[src/rtl/imc_pkg.sv]
// imc_pkg: shared definitions for the compute-in-memory array sequencer.
// Holds the command opcode encoding, the sequencer state enum, the phase
// down-counter width and small helpers that turn phase lengths into
// counter load values.
package imc_pkg;

    // Command opcodes as presented on cmd_op
    typedef enum logic [1:0] {
        OP_NOP   = 2'd0,
        OP_WRITE = 2'd1,
        OP_READ  = 2'd2,
        OP_MAC   = 2'd3
    } op_t;

    // Sequencer phases; every operation walks a subset of these
    typedef enum logic [2:0] {
        S_IDLE  = 3'd0,
        S_PRE   = 3'd1,
        S_WR    = 3'd2,
        S_EVAL  = 3'd3,
        S_SENSE = 3'd4,
        S_PUSH  = 3'd5
    } state_t;

    // Width of the single phase down-counter (phases up to 256 cycles)
    localparam int CNT_W = 8;

    // Scalar array phase controls, registered together
    typedef struct packed {
        logic pre_sram;
        logic we;
        logic pre_vlsa;
        logic pre_clsa;
        logic pre_a;
        logic en;
        logic saen;
    } ctrl_t;

    // A phase of len cycles loads len-1 and ends when the counter hits zero
    function automatic logic [CNT_W-1:0] phase_load(input int len);
        return CNT_W'(len - 1);
    endfunction

    // Runtime override: a zero field falls back to the parameter default
    function automatic logic [CNT_W-1:0] pick_load(input logic [3:0] cfg, input int dflt);
        if (cfg == 4'd0) begin
            return CNT_W'(dflt - 1);
        end
        return CNT_W'(cfg) - 1'b1;
    endfunction

endpackage

[src/rtl/imc_result_fifo.sv]
// imc_result_fifo: small parametrised result FIFO with full/empty flags.
// A push into a full FIFO is accepted when a pop happens in the same cycle,
// because the popped slot is the one being overwritten. A pop while empty
// is ignored. Storage is reset so the head reads as zero after reset.
module imc_result_fifo #(
    parameter int WIDTH = 64,
    parameter int DEPTH = 4
) (
    input  logic             clk,
    input  logic             reset_n,
    input  logic             push,
    input  logic [WIDTH-1:0] wdata,
    input  logic             pop,
    output logic [WIDTH-1:0] rdata,
    output logic             full,
    output logic             empty
);

    localparam int AW = $clog2(DEPTH);

    logic [WIDTH-1:0] mem [DEPTH];
    logic [AW-1:0]    wr_ptr;
    logic [AW-1:0]    rd_ptr;
    logic [AW:0]      count;
    logic             do_pop;
    logic             do_push;

    assign do_pop  = pop && (count != '0);
    assign do_push = push && ((count != (AW+1)'(DEPTH)) || do_pop);

    assign full  = (count == (AW+1)'(DEPTH));
    assign empty = (count == '0);
    assign rdata = mem[rd_ptr];

    // Pointer and occupancy bookkeeping; pointers wrap naturally at DEPTH
    always_ff @(posedge clk or negedge reset_n) begin
        if (!reset_n) begin
            wr_ptr <= '0;
            rd_ptr <= '0;
            count  <= '0;
        end else begin
            if (do_push) begin
                wr_ptr <= wr_ptr + 1'b1;
            end
            if (do_pop) begin
                rd_ptr <= rd_ptr + 1'b1;
            end
            case ({do_push, do_pop})
                2'b10:   count <= count + 1'b1;
                2'b01:   count <= count - 1'b1;
                default: count <= count;
            endcase
        end
    end

    // Entry storage, cleared on reset so the visible head starts at zero
    always_ff @(posedge clk or negedge reset_n) begin
        if (!reset_n) begin
            for (int i = 0; i < DEPTH; i++) begin
                mem[i] <= '0;
            end
        end else if (do_push) begin
            mem[wr_ptr] <= wdata;
        end
    end

endmodule

[src/rtl/imc_array_sequencer.sv]
// imc_array_sequencer: phase sequencer for the SRAM compute-in-memory array.
// Runs WRITE / READ / MAC commands through PRE, WR, EVAL, SENSE and PUSH
// phases, drives the analog control pins from registers only, and queues
// READ/MAC results in imc_result_fifo.
// Optional build macro IMC_RUNTIME_TIMING_EN adds cfg_t_pre/cfg_t_eval/
// cfg_t_sa inputs that override the precharge, evaluation and sense lengths
// per command (0 keeps the parameter value).
module imc_array_sequencer
    import imc_pkg::*;
#(
    parameter int ROWS      = 16,
    parameter int COLS      = 16,
    parameter int ADC_BITS  = 4,
    parameter int T_PRE     = 2,
    parameter int T_WR      = 2,
    parameter int T_EVAL    = 3,
    parameter int T_SA      = 1,
    parameter int OUT_DEPTH = 4
) (
    input  logic                       clk,
    input  logic                       reset_n,
    input  logic                       cmd_valid,
    output logic                       cmd_ready,
    input  logic [1:0]                 cmd_op,
    input  logic [$clog2(ROWS)-1:0]    cmd_row,
    input  logic [COLS-1:0]            cmd_wdata,
    input  logic [ROWS-1:0]            cmd_act,
    input  logic [ROWS-1:0]            cmd_mask,
    output logic                       PRE_SRAM,
    output logic                       WE,
    output logic                       PRE_VLSA,
    output logic                       PRE_CLSA,
    output logic                       PRE_A,
    output logic                       EN,
    output logic                       SAEN,
    output logic [ROWS-1:0]            WWL,
    output logic [ROWS-1:0]            RWL,
    output logic [ROWS-1:0]            RWLB,
    output logic [COLS-1:0]            Din,
    input  logic [COLS-1:0]            SA_OUT,
    input  logic [COLS*ADC_BITS-1:0]   adc_out,
    output logic                       res_valid,
    input  logic                       res_ready,
    output logic [COLS*ADC_BITS-1:0]   res_data,
    output logic                       res_full,
    output logic                       res_empty,
    output logic                       busy,
    output logic                       err
`ifdef IMC_RUNTIME_TIMING_EN
    ,
    input  logic [3:0]                 cfg_t_pre,
    input  logic [3:0]                 cfg_t_eval,
    input  logic [3:0]                 cfg_t_sa
`endif
);

    localparam int RW    = $clog2(ROWS);
    localparam int RES_W = COLS * ADC_BITS;

    state_t            state;
    state_t            state_nxt;
    logic [CNT_W-1:0]  cnt;
    logic [CNT_W-1:0]  cnt_nxt;

    op_t               op_q;
    op_t               op_eff;
    logic [ROWS-1:0]   wl_q;
    logic [ROWS-1:0]   act_q;
    logic [ROWS-1:0]   mask_q;
    logic [COLS-1:0]   wdata_q;
    logic              row_bad_q;
    logic [CNT_W-1:0]  eval_load_q;
    logic [CNT_W-1:0]  sa_load_q;
    logic [RES_W-1:0]  result_q;

    logic [CNT_W-1:0]  pre_load_in;
    logic [CNT_W-1:0]  eval_load_in;
    logic [CNT_W-1:0]  sa_load_in;

    logic              accept;
    logic              row_bad_in;
    logic              row_used_in;
    logic              push_ok;
    logic              fifo_full;
    logic              fifo_empty;

    ctrl_t             ctrl_nxt;
    ctrl_t             ctrl_q;
    logic [ROWS-1:0]   wwl_nxt;
    logic [ROWS-1:0]   rwl_nxt;
    logic [ROWS-1:0]   rwlb_nxt;
    logic [COLS-1:0]   din_nxt;

`ifdef IMC_RUNTIME_TIMING_EN
    assign pre_load_in  = pick_load(cfg_t_pre,  T_PRE);
    assign eval_load_in = pick_load(cfg_t_eval, T_EVAL);
    assign sa_load_in   = pick_load(cfg_t_sa,   T_SA);
`else
    assign pre_load_in  = phase_load(T_PRE);
    assign eval_load_in = phase_load(T_EVAL);
    assign sa_load_in   = phase_load(T_SA);
`endif

    assign accept      = cmd_valid && (state == S_IDLE);
    assign op_eff      = accept ? op_t'(cmd_op) : op_q;
    assign row_bad_in  = ({1'b0, cmd_row} >= (RW+1)'(ROWS));
    assign row_used_in = (op_t'(cmd_op) == OP_WRITE) || (op_t'(cmd_op) == OP_READ);
    assign push_ok     = !fifo_full || res_ready;

    assign cmd_ready = (state == S_IDLE);
    assign busy      = (state != S_IDLE);
    assign res_valid = !fifo_empty;
    assign res_full  = fifo_full;
    assign res_empty = fifo_empty;

    assign PRE_SRAM = ctrl_q.pre_sram;
    assign WE       = ctrl_q.we;
    assign PRE_VLSA = ctrl_q.pre_vlsa;
    assign PRE_CLSA = ctrl_q.pre_clsa;
    assign PRE_A    = ctrl_q.pre_a;
    assign EN       = ctrl_q.en;
    assign SAEN     = ctrl_q.saen;

    // Phase walk: each phase loads the down-counter and advances at zero
    always_comb begin
        state_nxt = state;
        cnt_nxt   = cnt;
        case (state)
            S_IDLE: begin
                if (cmd_valid && (op_t'(cmd_op) != OP_NOP)) begin
                    state_nxt = S_PRE;
                    cnt_nxt   = pre_load_in;
                end
            end
            S_PRE: begin
                if (cnt == '0) begin
                    if (op_q == OP_WRITE) begin
                        state_nxt = S_WR;
                        cnt_nxt   = phase_load(T_WR);
                    end else begin
                        state_nxt = S_EVAL;
                        cnt_nxt   = eval_load_q;
                    end
                end else begin
                    cnt_nxt = cnt - 1'b1;
                end
            end
            S_WR: begin
                if (cnt == '0) begin
                    state_nxt = S_IDLE;
                end else begin
                    cnt_nxt = cnt - 1'b1;
                end
            end
            S_EVAL: begin
                if (cnt == '0) begin
                    state_nxt = S_SENSE;
                    cnt_nxt   = sa_load_q;
                end else begin
                    cnt_nxt = cnt - 1'b1;
                end
            end
            S_SENSE: begin
                if (cnt == '0) begin
                    state_nxt = S_PUSH;
                end else begin
                    cnt_nxt = cnt - 1'b1;
                end
            end
            S_PUSH: begin
                if (push_ok) begin
                    state_nxt = S_IDLE;
                end
            end
            default: begin
                state_nxt = S_IDLE;
            end
        endcase
    end

    // Array pin values for the upcoming phase, so the pins register in step with state
    always_comb begin
        ctrl_nxt = '0;
        wwl_nxt  = '0;
        rwl_nxt  = '0;
        rwlb_nxt = '0;
        din_nxt  = '0;
        case (state_nxt)
            S_PRE: begin
                case (op_eff)
                    OP_WRITE: begin
                        ctrl_nxt.pre_sram = 1'b1;
                    end
                    OP_READ: begin
                        ctrl_nxt.pre_sram = 1'b1;
                        ctrl_nxt.pre_vlsa = 1'b1;
                    end
                    OP_MAC: begin
                        ctrl_nxt.pre_clsa = 1'b1;
                        ctrl_nxt.pre_a    = 1'b1;
                    end
                    default: begin
                        ctrl_nxt = '0;
                    end
                endcase
            end
            S_WR: begin
                ctrl_nxt.we = 1'b1;
                wwl_nxt     = wl_q;
                din_nxt     = wdata_q;
            end
            S_EVAL: begin
                ctrl_nxt.en = 1'b1;
                if (op_q == OP_READ) begin
                    rwl_nxt = wl_q;
                end else begin
                    rwl_nxt  = mask_q & act_q;
                    rwlb_nxt = mask_q & ~act_q;
                end
            end
            S_SENSE: begin
                ctrl_nxt.saen = 1'b1;
                ctrl_nxt.en   = (op_q == OP_READ);
            end
            default: begin
                ctrl_nxt = '0;
            end
        endcase
    end

    // State and phase counter registers
    always_ff @(posedge clk or negedge reset_n) begin
        if (!reset_n) begin
            state <= S_IDLE;
            cnt   <= '0;
        end else begin
            state <= state_nxt;
            cnt   <= cnt_nxt;
        end
    end

    // Latch the command on accept; an out-of-range row decodes to no wordline
    always_ff @(posedge clk or negedge reset_n) begin
        if (!reset_n) begin
            op_q        <= OP_NOP;
            wl_q        <= '0;
            act_q       <= '0;
            mask_q      <= '0;
            wdata_q     <= '0;
            row_bad_q   <= 1'b0;
            eval_load_q <= '0;
            sa_load_q   <= '0;
        end else if (accept) begin
            op_q        <= op_t'(cmd_op);
            wl_q        <= row_bad_in ? '0 : (ROWS'(1) << cmd_row);
            act_q       <= cmd_act;
            mask_q      <= cmd_mask;
            wdata_q     <= cmd_wdata;
            row_bad_q   <= row_bad_in;
            eval_load_q <= eval_load_in;
            sa_load_q   <= sa_load_in;
        end
    end

    // Registered array pins; reset clears them asynchronously, dropping every wordline
    always_ff @(posedge clk or negedge reset_n) begin
        if (!reset_n) begin
            ctrl_q <= '0;
            WWL    <= '0;
            RWL    <= '0;
            RWLB   <= '0;
            Din    <= '0;
        end else begin
            ctrl_q <= ctrl_nxt;
            WWL    <= wwl_nxt;
            RWL    <= rwl_nxt;
            RWLB   <= rwlb_nxt;
            Din    <= din_nxt;
        end
    end

    // Capture the sense-amp or ADC word on the final SENSE cycle
    always_ff @(posedge clk or negedge reset_n) begin
        if (!reset_n) begin
            result_q <= '0;
        end else if ((state == S_SENSE) && (cnt == '0)) begin
            if (op_q == OP_READ) begin
                result_q <= row_bad_q ? '0 : RES_W'(SA_OUT);
            end else begin
                result_q <= adc_out;
            end
        end
    end

    // Sticky error for a WRITE/READ aimed past the last wordline
    always_ff @(posedge clk or negedge reset_n) begin
        if (!reset_n) begin
            err <= 1'b0;
        end else if (accept && row_used_in && row_bad_in) begin
            err <= 1'b1;
        end
    end

    imc_result_fifo #(
        .WIDTH (RES_W),
        .DEPTH (OUT_DEPTH)
    ) u_result_fifo (
        .clk     (clk),
        .reset_n (reset_n),
        .push    (state == S_PUSH),
        .wdata   (result_q),
        .pop     (res_ready),
        .rdata   (res_data),
        .full    (fifo_full),
        .empty   (fifo_empty)
    );

endmodule

[config.mk]
export PLATFORM = sky130hd
export DESIGN_NAME = imc_array_sequencer
export DESIGN_NICKNAME = d
export VERILOG_FILES = /design/src/rtl/imc_pkg.sv /design/src/rtl/imc_result_fifo.sv /design/src/rtl/imc_array_sequencer.sv
export SDC_FILE = /design/constraint.sdc
export NUM_CORES = 1
export LEC_CHECK = 0
export BUFFER_PORTS_ARGS = -buffer_cell sky130_fd_sc_hd__buf_2
export CAP_MARGIN = 20
export CORE_MARGIN = 10
export CORE_UTILIZATION = 55
export CTS_CLUSTER_DIAMETER = 40
export DETAILED_ROUTE_END_ITERATION = 10
export HOLD_SLACK_MARGIN = 0.05
export PLACE_DENSITY_LB_ADDON = 0.12
export SLEW_MARGIN = 15
export SYNTH_ARGS = -nofsm -noshare
export SYNTH_HDL_FRONTEND = slang
export SYNTH_HIERARCHICAL = 1
export SYNTH_SLANG_ARGS = --single-unit
[constraint.sdc]
create_clock -name clk -period 3.6 [get_ports clk]
set_input_delay 0.72 -clock clk [delete_from_list [all_inputs] [get_ports clk]]
set_output_delay 0.72 -clock clk [all_outputs]
set_load 0.05 [all_outputs]
==> metrics.md, run 1 <==
| Metric | Value |
|---|---|
| Status | finished, final reports clean |
| Post-synthesis mux area share | between 20 and 30% |
| Post-route ant nets | 0 |
| Launching element type of the critical path | flop |
| DR vias/cell | about 5.6 |
| Area Growth Syn to Fin | 18.8% |
| Worst reg2reg endpoint | result_q[9]$_DFFE_PN0P_ |
| Number of detailed-route iterations in the first pass | 5 |
| Wire per inst | around 21 microns |
| CP top delay family | flip-flops |
| Post-cts repair resize count | 0 |
| Bufs and invs on worst path | 2 |
| Ys flop type | dfrtp_1 |
| Worst EP required | about 2900 ps |
| Post-synth EDFFs | 0 |
| Number of global-route vias before repair | approximately 13000 |
| Total clock sinks | about 480 |
| Residual DRC | 0 |
| Power per cell area | 871 nW/um^2 |
| Syn_nets | ~1500 |
| Slew HR | approximately a third |
| DR vias | ~12000 |
| Hpwl dp | between 20000 and 30000 microns |
| Max Cap Viol | 0 |
| Gr ovfl total | 0 |
| Nets@finish | 1818 |
| RSZ-0062 raised after global routing | false |
| GPL Wtd Cong | 0.795 |
| R2R Path Start | cnt[0]$_DFFE_PN0P_ |
| Io pins | between 200 and 300 |
| Netlist Area Pre-Place | between 20000 and 25000 sq um |
| Max Fanout on Critical Path | 30 |
| Achievable Freq | roughly 300 MHz |
| Post-synthesis xor/xnor area fraction | less than 1% |
| Worst setup endpoint | res_data[21] |
| Largest family of logic cells by synthesized area | multiplexers |
| Worst path slowest cell | dfrtp_4 |
| Hold WS | ~100 ps |
| Crit path kind | reg2out |
| Post-Syn Area per Cell | between 10 and 15 sq um |
| Maximum VDD drop | ~0.65 mV |
| Die X-Extent | roughly 210 microns |
| Worst-path cell chain | buf_12 > mux4_2 > buf_2 |
| Cells after synthesis | 1389 |
| CTS Buffer Depth | 3 |
| Port bufs | 277 |
| Initial antenna violation count | 1 |
| Cts bufs inserted | 57 |
| Final setup viols | 0 |
| Die height | around 210 microns |
| Worst hold path class | in2async |
| Most frequent cells in the layout | dfrtp_1, mux2_2, buf_2, nand2_1, mux4_2 |
| Leakage | 11.3 nW |
| CP endpoint kind | primary output |
| Die area | between 40000 and 50000 sq um |
| Commonest non-fill, non-tap cell in the layout | dfrtp_1 |
| Distinct cells, synth | 56 |
| Setup TNS Final | 0 ps |
| Asr flop ratio synth | 100% |
| Post-Synth Simple-Gate Area | 7.45% |
| Clk_lat worst skew | 590 ps |
| Ys Warns | 6 |
| Core area | around 36000 sq um |
| R2R depth | 7 |
| Clock-pin slew on the worst setup and hold paths | 60 ps |
| Critical path depth | 3 |
| Setup repair bufs after CTS | 0 |
| First-pass GRT wire length | between 70000 and 80000 microns |
| Hold Buf Count CTS | 0 |
| CTS H-tree depth | 2 |
| Synth Area in Compound Gates | approximately 3.8% |
| Total Routing Usage GR | around a fifth |
| Count of final hold-check violations | 0 |
| Root buffer cell | clkbuf_16 |
| Worst slew pin tran | 1020 ps |
| Layout cell share with drive strength beyond 1 | 47.4% |
| CTS tree | yes |
| Flops & latches, synth | around 480 |
| Detailed Route Iter0 Violations | about 660 |
| Period utilization | about nine tenths |
| Worst reg2reg setup slack | 930 ps |
| Clk_skew | between 10 and 15 ps |
| Synth Area in Adders | less than 1% |
| Rows | approximately 70 |
| CP Launch Point | u_result_fifo/rd_ptr[0]$_DFFE_PN0P_ |
| Largest net degree at the start of global routing | between 90 and 100 |
| Crit path time final | between 3000 and 4000 ps |
| Post-synthesis sequential area ratio | between 50 and 60% |
| CP arrival | between 2000 and 3000 ps |
| Initial Util | 56.1% |
| CP peak stage delay | between 800 and 900 ps |
| Max-slew violation count | 0 |
| Total Wirelength | between 40000 and 50000 microns |
==> power breakdown <==
part	leakage (nW)	switching, mW	internal (mW)
combinational	4.56	4.71	2.66
clock	0.977	2.30	3.62
sequential	5.75	0.965	6.56
total	11.3	7.98	12.8
==> flip-flops by register name (all words and copies together), names as in the netlist, 3 cells and up <==
register	flops
u_result_fifo/mem	256
result_q	64
Din	16
RWLB	16
RWL	16
WWL	16
act_q	16
mask_q	16
wdata_q	16
wl_q	16
cnt	8
state	3
u_result_fifo/count	3
==> per-stage QoR <==
step           instance area [sq um]  cells  total power, mW  utilization [%]  worst slack (ps)
6_report                       23900   2182             20.8             66.7               318
5_1_grt                        23900   2181             21.9             66.7               181
4_1_cts                        23900   2181             21.1             66.7               224
3_5_place_dp                   21900   2073             15.1             61.1               859
3_3_place_gp                   21900   2073             14.9             61.1               876
2_1_floorplan                  20100   1389             13.1                -               424
==> cell usage after synthesis (2+ instances only) <==
| master | number | area (sq um) |
|---|---|---|
| xnor2_1 | 3 | 26.3 |
| mux2_2 | 306 | 3450 |
| clkbuf_8 | 20 | 275 |
| nor4b_2 | 13 | 195 |
| or3b_2 | 2 | 17.5 |
| nor2_2 | 4 | 25.0 |
| nor4b_1 | 4 | 35.0 |
| and2_1 | 33 | 206 |
| o41ai_1 | 6 | 52.6 |
| o21ai_1 | 20 | 100 |
| a21oi_1 | 23 | 115 |
| nor3_1 | 7 | 35.0 |
| buf_4 | 2 | 15.0 |
| o21ai_0 | 51 | 255 |
| mux4_2 | 64 | 1440 |
| clkbuf_1 | 26 | 97.6 |
| or3_1 | 3 | 18.8 |
| o211ai_1 | 3 | 22.5 |
| nand3_1 | 17 | 85.1 |
| dfrtp_1 | 475 | 11900 |
| nor2b_1 | 8 | 50.1 |
| o31ai_1 | 10 | 75.1 |
| or4_1 | 2 | 15.0 |
| o21bai_1 | 2 | 15.0 |
| inv_1 | 13 | 48.8 |
| buf_6 | 12 | 135 |
| buf_2 | 17 | 85.1 |
| clkbuf_2 | 3 | 15.0 |
| nor2_1 | 13 | 48.8 |
| nand2_1 | 155 | 582 |
| xor2_1 | 7 | 61.3 |
| mux2i_1 | 18 | 180 |
| ha_1 | 8 | 100 |
| nand2b_1 | 10 | 62.6 |
| or2_2 | 3 | 18.8 |
| o32a_1 | 2 | 20.0 |
| buf_1 | 5 | 18.8 |
==> logic make-up after synthesis <==
family | Yosys count
flops | 475
mux | 388
simple gates | 281
compound gates | 127
buf+inv | 98
xor+xnor | 10
fa+ha+maj | 9
other cells | 1
==> layout make-up <==
| class | count | area (sq um) |
|---|---|---|
| multi-input combinational | 816 | 7570 |
| clock buffer | 78 | 1660 |
| clock inverter | 30 | 348 |
| inverter | 13 | 48.8 |
| antenna | 1 | 2.50 |
| timing repair buffer | 308 | 1790 |
| tap | 461 | 577 |
| fill | 2644 | 11900 |
| sequential | 475 | 11900 |
==> how the worst min path moves through the flow <==
stage | start | to | slack, ps
floorplan | reset_n | Din[0]$_DFF_PN0_ | 420
global placement | eval_load_q[1]$_DFFE_PN0P_ | eval_load_q[1]$_DFFE_PN0P_ | 450
detailed placement | eval_load_q[1]$_DFFE_PN0P_ | eval_load_q[1]$_DFFE_PN0P_ | 450
CTS | reset_n | result_q[41]$_DFFE_PN0P_ | 120
global route | reset_n | result_q[41]$_DFFE_PN0P_ | 140
finish | reset_n | result_q[41]$_DFFE_PN0P_ | 100
==> metal layers <==
metal  GRT usage [%]  wire length (microns)  share of wire, %  vias up
met2            33.7                  22200                48      274
met1            27.9                  20200                44     6272
met4            6.49                   1020               2.2        0
met5               0                      0                 0        -
met3            4.60                   2300               5.0       59
li1                -                      -                 -     5532
Note: power is estimated with default switching activity, not from simulation.
==> run 2: changes to the inputs <==
--- a/config.mk
+++ b/config.mk
@@ -5,10 +5,12 @@
 export SDC_FILE = /design/constraint.sdc
 export NUM_CORES = 1
 export LEC_CHECK = 0
-export BUFFER_PORTS_ARGS = -buffer_cell sky130_fd_sc_hd__buf_2
+export BUFFER_PORTS_ARGS = -buffer_cell sky130_fd_sc_hd__clkbuf_2
 export CAP_MARGIN = 20
+export CELL_PAD_IN_SITES_DETAIL_PLACEMENT = 2
+export CELL_PAD_IN_SITES_GLOBAL_PLACEMENT = 2
 export CORE_MARGIN = 10
-export CORE_UTILIZATION = 55
+export CORE_UTILIZATION = 44
 export CTS_CLUSTER_DIAMETER = 40
 export DETAILED_ROUTE_END_ITERATION = 10
 export HOLD_SLACK_MARGIN = 0.05
==> run 2 against run 1 <==
  * Combinational power grew 6.4%
  * Sequential power grew 2%
  * Largest power group is now combinational logic
  * Non-clock buffer count grew 8
  * Final area grew 3.2%
  * Cell count grew 7.9%
  * Register-to-register slack lost 60 ps
  * Routed wire length grew 39%
  * Power grew 10%
  * First-iteration DRC count grew 6.7%
==> metrics.md, run 2 (same netlist as run 1, synthesis figures left out) <==
| Metric | Value |
|---|---|
| Nets@finish | 1843 (+1.4%) |
| CP top delay family | flip-flops |
| Count of final hold-check violations | 0 (unchanged) |
| Commonest non-fill, non-tap cell in the layout | dfrtp_1 |
| Max-slew violation count | 0 (unchanged) |
| Clk_lat worst skew | 620 ps (+30 ps) |
| Top flop regs | u_result_fifo/mem (256), result_q (64) |
| Clk_skew | 35.8 ps (+21.1 ps) |
| Max Fanout on Critical Path | 32 (+6.7%) |
| CTS H-tree depth | 3 (+1) |
| Cell internal pwr | 13.9 mW (+8.3%) |
| Core area | 45300 sq um (+26%) |
| CP arrival | 2640 ps (+80 ps) |
| Clock-pin slew on the worst setup and hold paths | 50 ps (about the same) |
| Power Total | 22.9 mW (+10%) |
| GPL Wtd Cong | 0.755 (-5.0%) |
| Worst-path cell chain | buf_4 > mux4_2 > clkbuf_2 |
| Final setup viols | 0 (unchanged) |
| Port bufs | 277 (unchanged) |
| # diodes | 0 (-1) |
| Setup TNS Final | 0 ps (unchanged) |
| Period utilization | 93.4% (+2.2 points) |
| CTS Buffer Depth | 3 (unchanged) |
| Die X-Extent | 234 microns (+11%) |
| Sw Ratio | 39.3% (+0.96 points) |
| Achievable Freq | 297 MHz (-2.4%) |
| Bufs and invs on worst path | 2 (unchanged) |
| Gr ovfl total | 0 (unchanged) |
| Post-route ant nets | 0 (unchanged) |
| Status | finished, final reports clean |
| M2 GR Usage | 40.8% (+7.1 points) |
| Area Growth Syn to Fin | 22.7% |
| Leakage | 11.5 nW (+2.2%) |
| Met3 Usage GRT | 6.89% (+2.3 points) |
| Hpwl dp | 38300 microns (+30%) |
| Initial antenna violation count | 3 (+2) |
| Worst hold path class | in2reg |
| DR vias/cell | 5.47 (-1.6%) |
| Crit path time final | 3360 ps (+80.7 ps) |
| Die height | 234 microns (+11%) |
| Comb pwr share | 34.2% (-1.2 points) |
| Worst reg2reg setup slack | 870 ps (-60 ps) |
| Launching element type of the critical path | flop |
| Cts bufs inserted | 74 (+30%) |
| Residual DRC | 0 (unchanged) |
| Worst slew pin tran | 1000 ps (-24.0 ps) |
| CTS tree | yes |
| Number of global-route vias before repair | 15600 (+18%) |
| Post-Place Setup Slack | 822 ps (-37.5 ps) |
| DR vias | 12900 (+6.2%) |
| Seq pwr share | 33.6% (-2.5 points) |
| Largest net degree at the start of global routing | 101 (+6.3%) |
| RSZ-0062 raised after global routing | false |
| CP peak stage delay | 880 ps (about the same) |
| Worst EP required | 2880 ps (about the same) |
| Max Cap Viol | 0 (unchanged) |
| First-pass GRT wire length | 99100 microns (+34%) |
| Initial Util | 44.4% (-12 points) |
| Power per cell area | 929 nW/um^2 (+6.6%) |
| Total clock sinks | 475 (unchanged) |
| Total Wirelength | 63400 microns (+39%) |
| Number of detailed-route iterations in the first pass | 4 (-1) |
| Worst Slack Setup Final | 237 ps (-80.7 ps) |
| Rows | 78 (+13%) |
| Root buffer cell | clkbuf_16 |
| Maximum VDD drop | 0.708 mV (+8.8%) |
| Io pins | 279 (unchanged) |
| Max reg flops | 256 (unchanged) |
| Layout cell share with drive strength beyond 1 | 48.3% (+0.85 points) |
| Clock power frac | 32.2% (+3.7 points) |
| Crit path kind | reg2out |
| Slew HR | 33.3% (+1.6 points) |
| Detailed Route Iter0 Violations | 703 (+6.7%) |
| GRT busiest layer | met2 |
| Total Routing Usage GR | 23.8% (+2.9 points) |
| CP endpoint kind | primary output |
| GRT met1 Usage | 28.8% (+0.97 points) |
| Most frequent cells in the layout | dfrtp_1, mux2_2, clkbuf_2, nand2_1, clkbuf_16 |
| Psw | 9.00 mW (+13%) |
| Most flop-heavy register | u_result_fifo/mem |
| Wire per inst | 27.0 microns (+29%) |
| Worst path slowest cell | dfrtp_4 |
| Die area | 54700 sq um (+23%) |
## run 2: timing repair
action                    CTS  global route
hold buffers                1             0
buffers inserted            0             0
hold endpoints to repair    8             0
gates resized for setup     0             0
## run 2: per-layer routing
layer,part of all wire [%],wire [microns],vias up
met1,40,25600,6900
met2,52,32700,312
li1,-,-,5567
met4,2.2,1380,6
met5,0.044,28,-
met3,6.0,3780,102
## run 2: final cells by class
class                   instances  area (sq um)
clock inverters                41           534
clock buffers                  93          2010
flip-flops and latches        475         11900
fillers                      4151         20600
repair buffers                316          1850
well taps                     600           751
multi-input cells             816          7580
inverters                      13          48.8
## run 2: worst reg2reg max path: stages, from the launching register on
cell,delay [ps]
dfrtp_1,420
inv_1,90
ha_1,230
nor3b_2,520
o211ai_1,170
a22o_2,330
o21ai_4,270
buf_4,440
a21oi_1,130
## run 2: stage by stage
| stage | utilization [%] | instance area [sq um] | cells | hold WS [ps] |
|---|---|---|---|---|
| 6_report | 54.5 | 24700 | 2354 | 336 |
| 5_1_grt | 54.5 | 24700 | 2354 | 330 |
| 4_1_cts | 54.4 | 24600 | 2353 | 308 |
| 3_3_place_gp | 48.8 | 22100 | 2218 | 446 |
| 3_5_place_dp | 48.8 | 22100 | 2218 | 452 |
| 2_1_floorplan | - | 20100 | 1389 | 424 |
## run 2: path summary, 6_finish.rpt
check                                               startpoint                         end  cells past startpoint
setup / recovery           u_result_fifo/rd_ptr[0]$_DFFE_PN0P_                 res_data[6]                      3
hold / removal                                     adc_out[58]    result_q[58]$_DFFE_PN0P_                      3
setup reg to reg                            cnt[0]$_DFFE_PN0P_           RWL[14]$_DFF_PN0_                      8
hold reg to reg                     eval_load_q[1]$_DFFE_PN0P_  eval_load_q[1]$_DFFE_PN0P_                      1
max in group asynchronous                              reset_n      wdata_q[9]$_DFFE_PN0P_                      4
min in group asynchronous                              reset_n    result_q[47]$_DFFE_PN0P_                      2
## run 2: power by group through the flow
| stage | combinational (mW) | sequential (mW) | clock (mW) |
|---|---|---|---|
| 5_1_grt | 8.33 | 7.87 | 7.77 |
| 6_report | 7.84 | 7.69 | 7.38 |
| 3_5_place_dp | 7.80 | 7.70 | 0 |
| 4_1_cts | 7.98 | 7.70 | 7.53 |
| 3_3_place_gp | 7.60 | 7.61 | 0 |
| 2_1_floorplan | 5.48 | 7.60 | 0 |
